### src/rtl/rs_issue_select_if.sv
// Bundle between the reservation station array / CDB / functional unit and the
// issue select stage. The environment side drives allocation, wakeup and FU ready.
interface rs_issue_select_if #(
  parameter int NUM_RS = 8,
  parameter int PREG_W = 6
);
  localparam int IDX_W = (NUM_RS > 1) ? $clog2(NUM_RS) : 1;

  logic                            branch_mispredict;
  logic [NUM_RS-1:0]               alloc_we;
  logic [NUM_RS-1:0][PREG_W-1:0]   alloc_ps1;
  logic [NUM_RS-1:0][PREG_W-1:0]   alloc_ps2;
  logic [NUM_RS-1:0]               alloc_ps1_rdy;
  logic [NUM_RS-1:0]               alloc_ps2_rdy;
  logic                            cdb_valid;
  logic [PREG_W-1:0]               cdb_ptag;
  logic                            issue_valid;
  logic                            issue_ready;
  logic [IDX_W-1:0]                issue_idx;
  logic [NUM_RS-1:0]               rs_to_free;

  modport master (
    output branch_mispredict, alloc_we, alloc_ps1, alloc_ps2,
           alloc_ps1_rdy, alloc_ps2_rdy, cdb_valid, cdb_ptag, issue_ready,
    input  issue_valid, issue_idx, rs_to_free
  );

  modport slave (
    input  branch_mispredict, alloc_we, alloc_ps1, alloc_ps2,
           alloc_ps1_rdy, alloc_ps2_rdy, cdb_valid, cdb_ptag, issue_ready,
    output issue_valid, issue_idx, rs_to_free
  );
endinterface

### src/rtl/rs_issue_select.sv
// Wakeup/select stage: tracks operand readiness per station via CDB snooping and
// offers the oldest ready station to the FU through a registered valid/ready port.
module rs_issue_select #(
  parameter int NUM_RS = 8,
  parameter int PREG_W = 6
) (
  input  logic               clk,
  input  logic               rst,
  rs_issue_select_if.slave   io
);
  localparam int IDX_W = (NUM_RS > 1) ? $clog2(NUM_RS) : 1;

  logic [NUM_RS-1:0]             valid;
  logic [NUM_RS-1:0]             inflight;
  logic [NUM_RS-1:0]             r1;
  logic [NUM_RS-1:0]             r2;
  logic [NUM_RS-1:0][PREG_W-1:0] ps1;
  logic [NUM_RS-1:0][PREG_W-1:0] ps2;
  logic [NUM_RS-1:0][NUM_RS-1:0] older;

  logic [NUM_RS-1:0] eligible;
  logic [NUM_RS-1:0] pick;
  logic [IDX_W-1:0]  pick_idx;
  logic              cdb_hit;
  logic              handshake;
  logic              load;
  logic [NUM_RS-1:0] free;

  logic              vld_p1;
  logic [IDX_W-1:0]  idx_p1;

  assign cdb_hit   = io.cdb_valid && (io.cdb_ptag != '0);
  assign eligible  = valid & r1 & r2 & ~inflight;
  assign handshake = vld_p1 && io.issue_ready;
  assign load      = !vld_p1 || handshake;

  // Oldest eligible: no other eligible entry claims to be older than it.
  always_comb begin
    pick     = '0;
    pick_idx = '0;
    for (int i = 0; i < NUM_RS; i++) begin
      pick[i] = eligible[i];
      for (int j = 0; j < NUM_RS; j++) begin
        if (j != i && eligible[j] && older[j][i]) pick[i] = 1'b0;
      end
      if (pick[i]) pick_idx = IDX_W'(i);
    end
  end

  always_ff @(posedge clk) begin
    if (rst || io.branch_mispredict) begin
      valid    <= '0;
      inflight <= '0;
      older    <= '0;
      vld_p1   <= 1'b0;
      if (rst) begin
        r1     <= '0;
        r2     <= '0;
        idx_p1 <= '0;
      end
    end else begin
      for (int i = 0; i < NUM_RS; i++) begin
        if (handshake && idx_p1 == IDX_W'(i)) begin
          valid[i]    <= 1'b0;
          inflight[i] <= 1'b0;
        end
        if (load && pick[i]) inflight[i] <= 1'b1;
        if (cdb_hit && valid[i] && ps1[i] == io.cdb_ptag) r1[i] <= 1'b1;
        if (cdb_hit && valid[i] && ps2[i] == io.cdb_ptag) r2[i] <= 1'b1;
        if (io.alloc_we[i]) begin
          valid[i]    <= 1'b1;
          inflight[i] <= 1'b0;
          ps1[i]      <= io.alloc_ps1[i];
          ps2[i]      <= io.alloc_ps2[i];
          r1[i]       <= io.alloc_ps1_rdy[i] || (cdb_hit && io.alloc_ps1[i] == io.cdb_ptag);
          r2[i]       <= io.alloc_ps2_rdy[i] || (cdb_hit && io.alloc_ps2[i] == io.cdb_ptag);
        end
        // A new row is older only than higher-index entries allocated alongside it;
        // every already-valid entry becomes older than each new one.
        for (int j = 0; j < NUM_RS; j++) begin
          if (io.alloc_we[i]) older[i][j] <= io.alloc_we[j] && (j > i);
          else if (io.alloc_we[j]) older[i][j] <= valid[i];
        end
      end
      // stage p1: issue register loads when empty or draining this cycle
      if (load) begin
        vld_p1 <= |pick;
        if (|pick) idx_p1 <= pick_idx;
      end
    end
  end

  always_comb begin
    free = '0;
    if (handshake && !io.branch_mispredict) free[idx_p1] = 1'b1;
  end

  assign io.issue_valid = vld_p1;
  assign io.issue_idx   = idx_p1;
  assign io.rs_to_free  = free;
endmodule

### src/flat_wrapper.sv
// flat-port wrapper written by rule: the top's interface ports become plain ports
module rs_issue_select_flat 
#(
  parameter int NUM_RS = 8,
  parameter int PREG_W = 6
)
  (clk, rst, io_branch_mispredict, io_alloc_we, io_alloc_ps1, io_alloc_ps2, io_alloc_ps1_rdy, io_alloc_ps2_rdy, io_cdb_valid, io_cdb_ptag, io_issue_ready, io_issue_valid, io_issue_idx, io_rs_to_free);
  rs_issue_select_if #(.NUM_RS(NUM_RS), .PREG_W(PREG_W)) io_i ();
  input  logic clk;
  input  logic rst;
  input wire logic [$bits(io_i.branch_mispredict)-1:0] io_branch_mispredict;
  input wire logic [$bits(io_i.alloc_we)-1:0] io_alloc_we;
  input wire logic [$bits(io_i.alloc_ps1)-1:0] io_alloc_ps1;
  input wire logic [$bits(io_i.alloc_ps2)-1:0] io_alloc_ps2;
  input wire logic [$bits(io_i.alloc_ps1_rdy)-1:0] io_alloc_ps1_rdy;
  input wire logic [$bits(io_i.alloc_ps2_rdy)-1:0] io_alloc_ps2_rdy;
  input wire logic [$bits(io_i.cdb_valid)-1:0] io_cdb_valid;
  input wire logic [$bits(io_i.cdb_ptag)-1:0] io_cdb_ptag;
  input wire logic [$bits(io_i.issue_ready)-1:0] io_issue_ready;
  output wire logic [$bits(io_i.issue_valid)-1:0] io_issue_valid;
  output wire logic [$bits(io_i.issue_idx)-1:0] io_issue_idx;
  output wire logic [$bits(io_i.rs_to_free)-1:0] io_rs_to_free;
  assign io_i.branch_mispredict = io_branch_mispredict;
  assign io_i.alloc_we = io_alloc_we;
  assign io_i.alloc_ps1 = io_alloc_ps1;
  assign io_i.alloc_ps2 = io_alloc_ps2;
  assign io_i.alloc_ps1_rdy = io_alloc_ps1_rdy;
  assign io_i.alloc_ps2_rdy = io_alloc_ps2_rdy;
  assign io_i.cdb_valid = io_cdb_valid;
  assign io_i.cdb_ptag = io_cdb_ptag;
  assign io_i.issue_ready = io_issue_ready;
  assign io_issue_valid = io_i.issue_valid;
  assign io_issue_idx = io_i.issue_idx;
  assign io_rs_to_free = io_i.rs_to_free;
  rs_issue_select #(.NUM_RS(NUM_RS), .PREG_W(PREG_W)) u_core (.clk(clk), .rst(rst), .io(io_i));
endmodule
### config.mk
export PLATFORM = sky130hd
export DESIGN_NAME = rs_issue_select_flat
export DESIGN_NICKNAME = d
export VERILOG_FILES = /design/src/rtl/rs_issue_select_if.sv /design/src/rtl/rs_issue_select.sv /design/src/flat_wrapper.sv
export SDC_FILE = /design/constraint.sdc
export NUM_CORES = 1
export LEC_CHECK = 0
export CAP_MARGIN = 15
export CORE_MARGIN = 1.5
export CORE_UTILIZATION = 49
export CTS_CLUSTER_DIAMETER = 200
export DETAILED_ROUTE_END_ITERATION = 7
export PLACE_DENSITY = 0.77
export SLEW_MARGIN = 5
export SYNTH_ARGS = -nofsm -noshare
export SYNTH_HDL_FRONTEND = slang
export SYNTH_SLANG_ARGS = --single-unit
export TNS_END_PERCENT = 1
### constraint.sdc
create_clock -name clk -period 2.5 [get_ports clk]
set_clock_uncertainty 0.15 [all_clocks]
set_input_delay 0.5 -clock clk [delete_from_list [all_inputs] [get_ports clk]]
set_output_delay 0.5 -clock clk [all_outputs]
set_load 0.02 [all_outputs]
==> flow_summary.toml <==
[run_status]
outcome = "completed"

[critical_path]
cp_data_required_time_ps = 1850
path_max_fanout = 5
critPathKind = "in2out"
slowest_delay_ps = 540
cpLargestDelayFamily = "buffers and inverters"
path_buf_inv = 2
cp.depth = 5
start_kind = "input port"
cp-end-kind = "output port"
timing.rr.start = "u_core.r2[2]$_SDFFCE_PP0P_"
rr_worst_depth = 6
critPathLaunch = "io_issue_ready"
arrival_ps = 1770
critPathSlowestCell = "clkdlybuf4s50_1"
crit_chain = "clkdlybuf4s50_1, and3_1, nand2_1, nor2_1, dlygate4sd2_1"

[finish]
fillCellCount = 1460
fin_nets = 1142
layout-drive-gt1-share = 0.109
fin_area_um2 = 11800
multi_input_area_um2 = 4020
regArea_um2 = 4910
synthToLayoutAreaGrowth_pct = 27.6
finalNonFillerCells = 1259

[logic_synthesis]
synth_mux_area_frac = 0.0302
synthCells = 859
avgSynthCellArea_um2 = 10.8
yosys.area.top_type = "edfxtp_1"
synth_fa_ha_area_frac = 0
syn-cell-area_um2 = 9280
yosys-top-cells-count = "edfxtp_1 (115), nor2_1 (101), xnor2_1 (96), xor2_1 (96), dfxtp_1 (73)"
synth_xor_area_frac = 0.181
synth_cell_types = 46
synth-edff-count = 115
yosys_register_bits = 188
synth_top_family_by_area = "XOR/XNOR gates"
synth_most_common_cell = "edfxtp_1"
yosysTopAreaCellShare = 0.372
synth_compound_area_frac = 0.0906
synthTopCellsByArea = "edfxtp_1 (37%), dfxtp_1 (16%), xnor2_1 (9.1%), xor2_1 (9.1%), nor2_1 (4.1%)"
synth_fp_nets = 990
ys_seq_area_frac = 0.529
synthSimpleGateAreaFrac = 0.130
async_reset_ff_frac = 0
synth-warning-count = 0
synth-main-ff-cell = "edfxtp_1"

[floorplanning]
die_w_um = 141
pin_count = 143
coreArea_um2 = 18600
start_util = 0.498
dieArea_um2 = 19800
fp.dieH_um = 141
num_rows = 50

[placement]
dp_cells = 1226
hpwl_um = 17800
portBuffers = 142
placed_area_um2 = 11300
gp_congestion = 0.929

[sta]
fmax_mhz = 413
drv_slew = 0
tightest_slew_ps = 625
final.period_utilization = 0.970
hold_viol = 0
finalCriticalPeriod_ps = 2420
setup_viol = 0
rsz0062_at_grt = "no"
relSlewSlack = 0.583

[power_and_ir_drop]
ir_worst_vdd_v = 0.000465
p_comb_frac = 0.142
sw_frac_of_total = 0.248
power.internal_mw = 5.31
p_clk_frac = 0.363
p_seq_frac = 0.495
power_density_nw_per_um2 = 596
leakage_nw = 4.23
switchingPower_mw = 1.75

[worst_hold_path]
hold_class = "reg2reg"
whs_path_depth = 2
hp-start = "u_core.older[47]$_SDFFE_PP0P_"

[grt]
grt_pass1_vias = 7013
grt_use_total = 0.255
overflow = 0
antenna_found_initial = 2
grt_max_degree = 36
grt_pass1_wl_um = 38400

[cts]
htreeDepth = 4
cts_buffer_depth = 2
hold_buffers = 0
path_clk_slew_ps = 70
cts-root-buf = "clkbuf_16"
worstSkewPairLatency_ps = 440
tritoncts = "built"
cts_num_sinks = 188
numCtsBuffers = 17

[flow_run]
cap_violations = 0

[route]
post_drt_wl_per_cell_um = 19.7
num_vias = 7151
viasPerCell = 5.68
antenna_left = 0
drc = 0
first_pass_iters = 7
wl_um = 24800
first_iter_violations = 577
-- worst paths after layout --
check | endpoint | slack (ps)
min | u_core.older[47]$_SDFFE_PP0P_ | 310
min reg2reg | u_core.older[47]$_SDFFE_PP0P_ | 310
max | io_rs_to_free[3] | 80
max reg2reg | u_core.io.issue_idx[0]$_SDFFCE_PP0P_ | 80
-- timing repair --
item | in CTS | in global routing
endpoints found under the setup margin | 8 | 9
setup buffers | 0 | 0
pin swaps | 0 | 0
resized for setup | 9 | 11
-- sequential cells by signal, indices dropped and copies added (netlist names) --
| register | flops |
|---|---|
| u_core.r2 | 8 |
| u_core.older | 56 |
| u_core.ps1 | 48 |
| u_core.ps2 | 48 |
| u_core.io.issue_idx | 3 |
| u_core.io.issue_valid | 1 |
| u_core.r1 | 8 |
| u_core.valid | 8 |
| u_core.inflight | 8 |
-- worst reg2reg max path: cells and delay by family, from the launching register on --
kind	cells	cell delay [ps]
buffers and inverters	1	190
DFF	1	440
and+or+nand+nor	3	850
AOI/OAI and AO/OA	2	510
-- layer usage --
layer | GRT usage | vias to the layer above | routed length [um]
met4 | 0.0948 | 2 | 655
met3 | 0.0506 | 51 | 2040
li1 | - | 3352 | -
met1 | 0.344 | 3403 | 10600
met2 | 0.407 | 343 | 11500
met5 | 0 | - | 13
-- metrics by stage --
step / setup WS, ps / util / hold slack (ps) / TNS [ps] / power (mW)
floorplan: 132 / - / 286 / 0 / 4.07
CTS: 4.78 / 0.636 / 308 / 0 / 7.08
global placement: -263 / 0.607 / 293 / -1690 / 4.53
detailed placement: -283 / 0.607 / 298 / -3040 / 4.56
global route: 0.531 / 0.635 / 321 / 0 / 7.29
finish: 75.9 / 0.636 / 307 / 0 / 7.07
-- kinds of logic (layout without fill, tap and decap cells) --
group / count (synthesis) / after routing
AOI/OAI and AO/OA: 120 / 120
xor gates and xnor gates: 192 / 192
muxes: 28 / 28
other: 0 / 1
DFF: 188 / 188
buffers and inverters: 89 / 254
and+or+nand+nor: 242 / 242
-- area by class of cell --
type | instances | share of cell area
Tap cell | 234 | 0.0247
Inverter | 17 | 0.00539
Multi-Input combinational cell | 582 | 0.339
Sequential cell | 188 | 0.415
Clock inverter | 12 | 0.00961
Timing Repair Buffer | 205 | 0.169
Clock buffer | 20 | 0.0369
Antenna cell | 1 | 0.000211
-- cell usage in the layout (no fill, tap or decap), types with 17 or more instances in the layout --
| cell | instances |
|---|---|
| inv_1 | 17 |
| edfxtp_1 | 115 |
| dfxtp_1 | 73 |
| nand4_1 | 35 |
| clkdlybuf4s50_1 | 128 |
| xor2_1 | 96 |
| nand2_1 | 31 |
| nor2_1 | 101 |
| a22oi_1 | 40 |
| a21oi_1 | 22 |
| mux2i_1 | 28 |
| clkbuf_16 | 17 |
| buf_4 | 50 |
| xnor2_1 | 96 |
-- power groups by stage --
stage,Clock [mW],Sequential (mW),Combinational [mW]
2_1_floorplan,0,3.55,0.524
5_1_grt,2.71,3.50,1.08
3_3_place_gp,0,3.56,0.973
6_report,2.57,3.50,1.00
4_1_cts,2.58,3.49,1.00
3_5_place_dp,0,3.56,0.994
(Power assumes the default switching activity.)
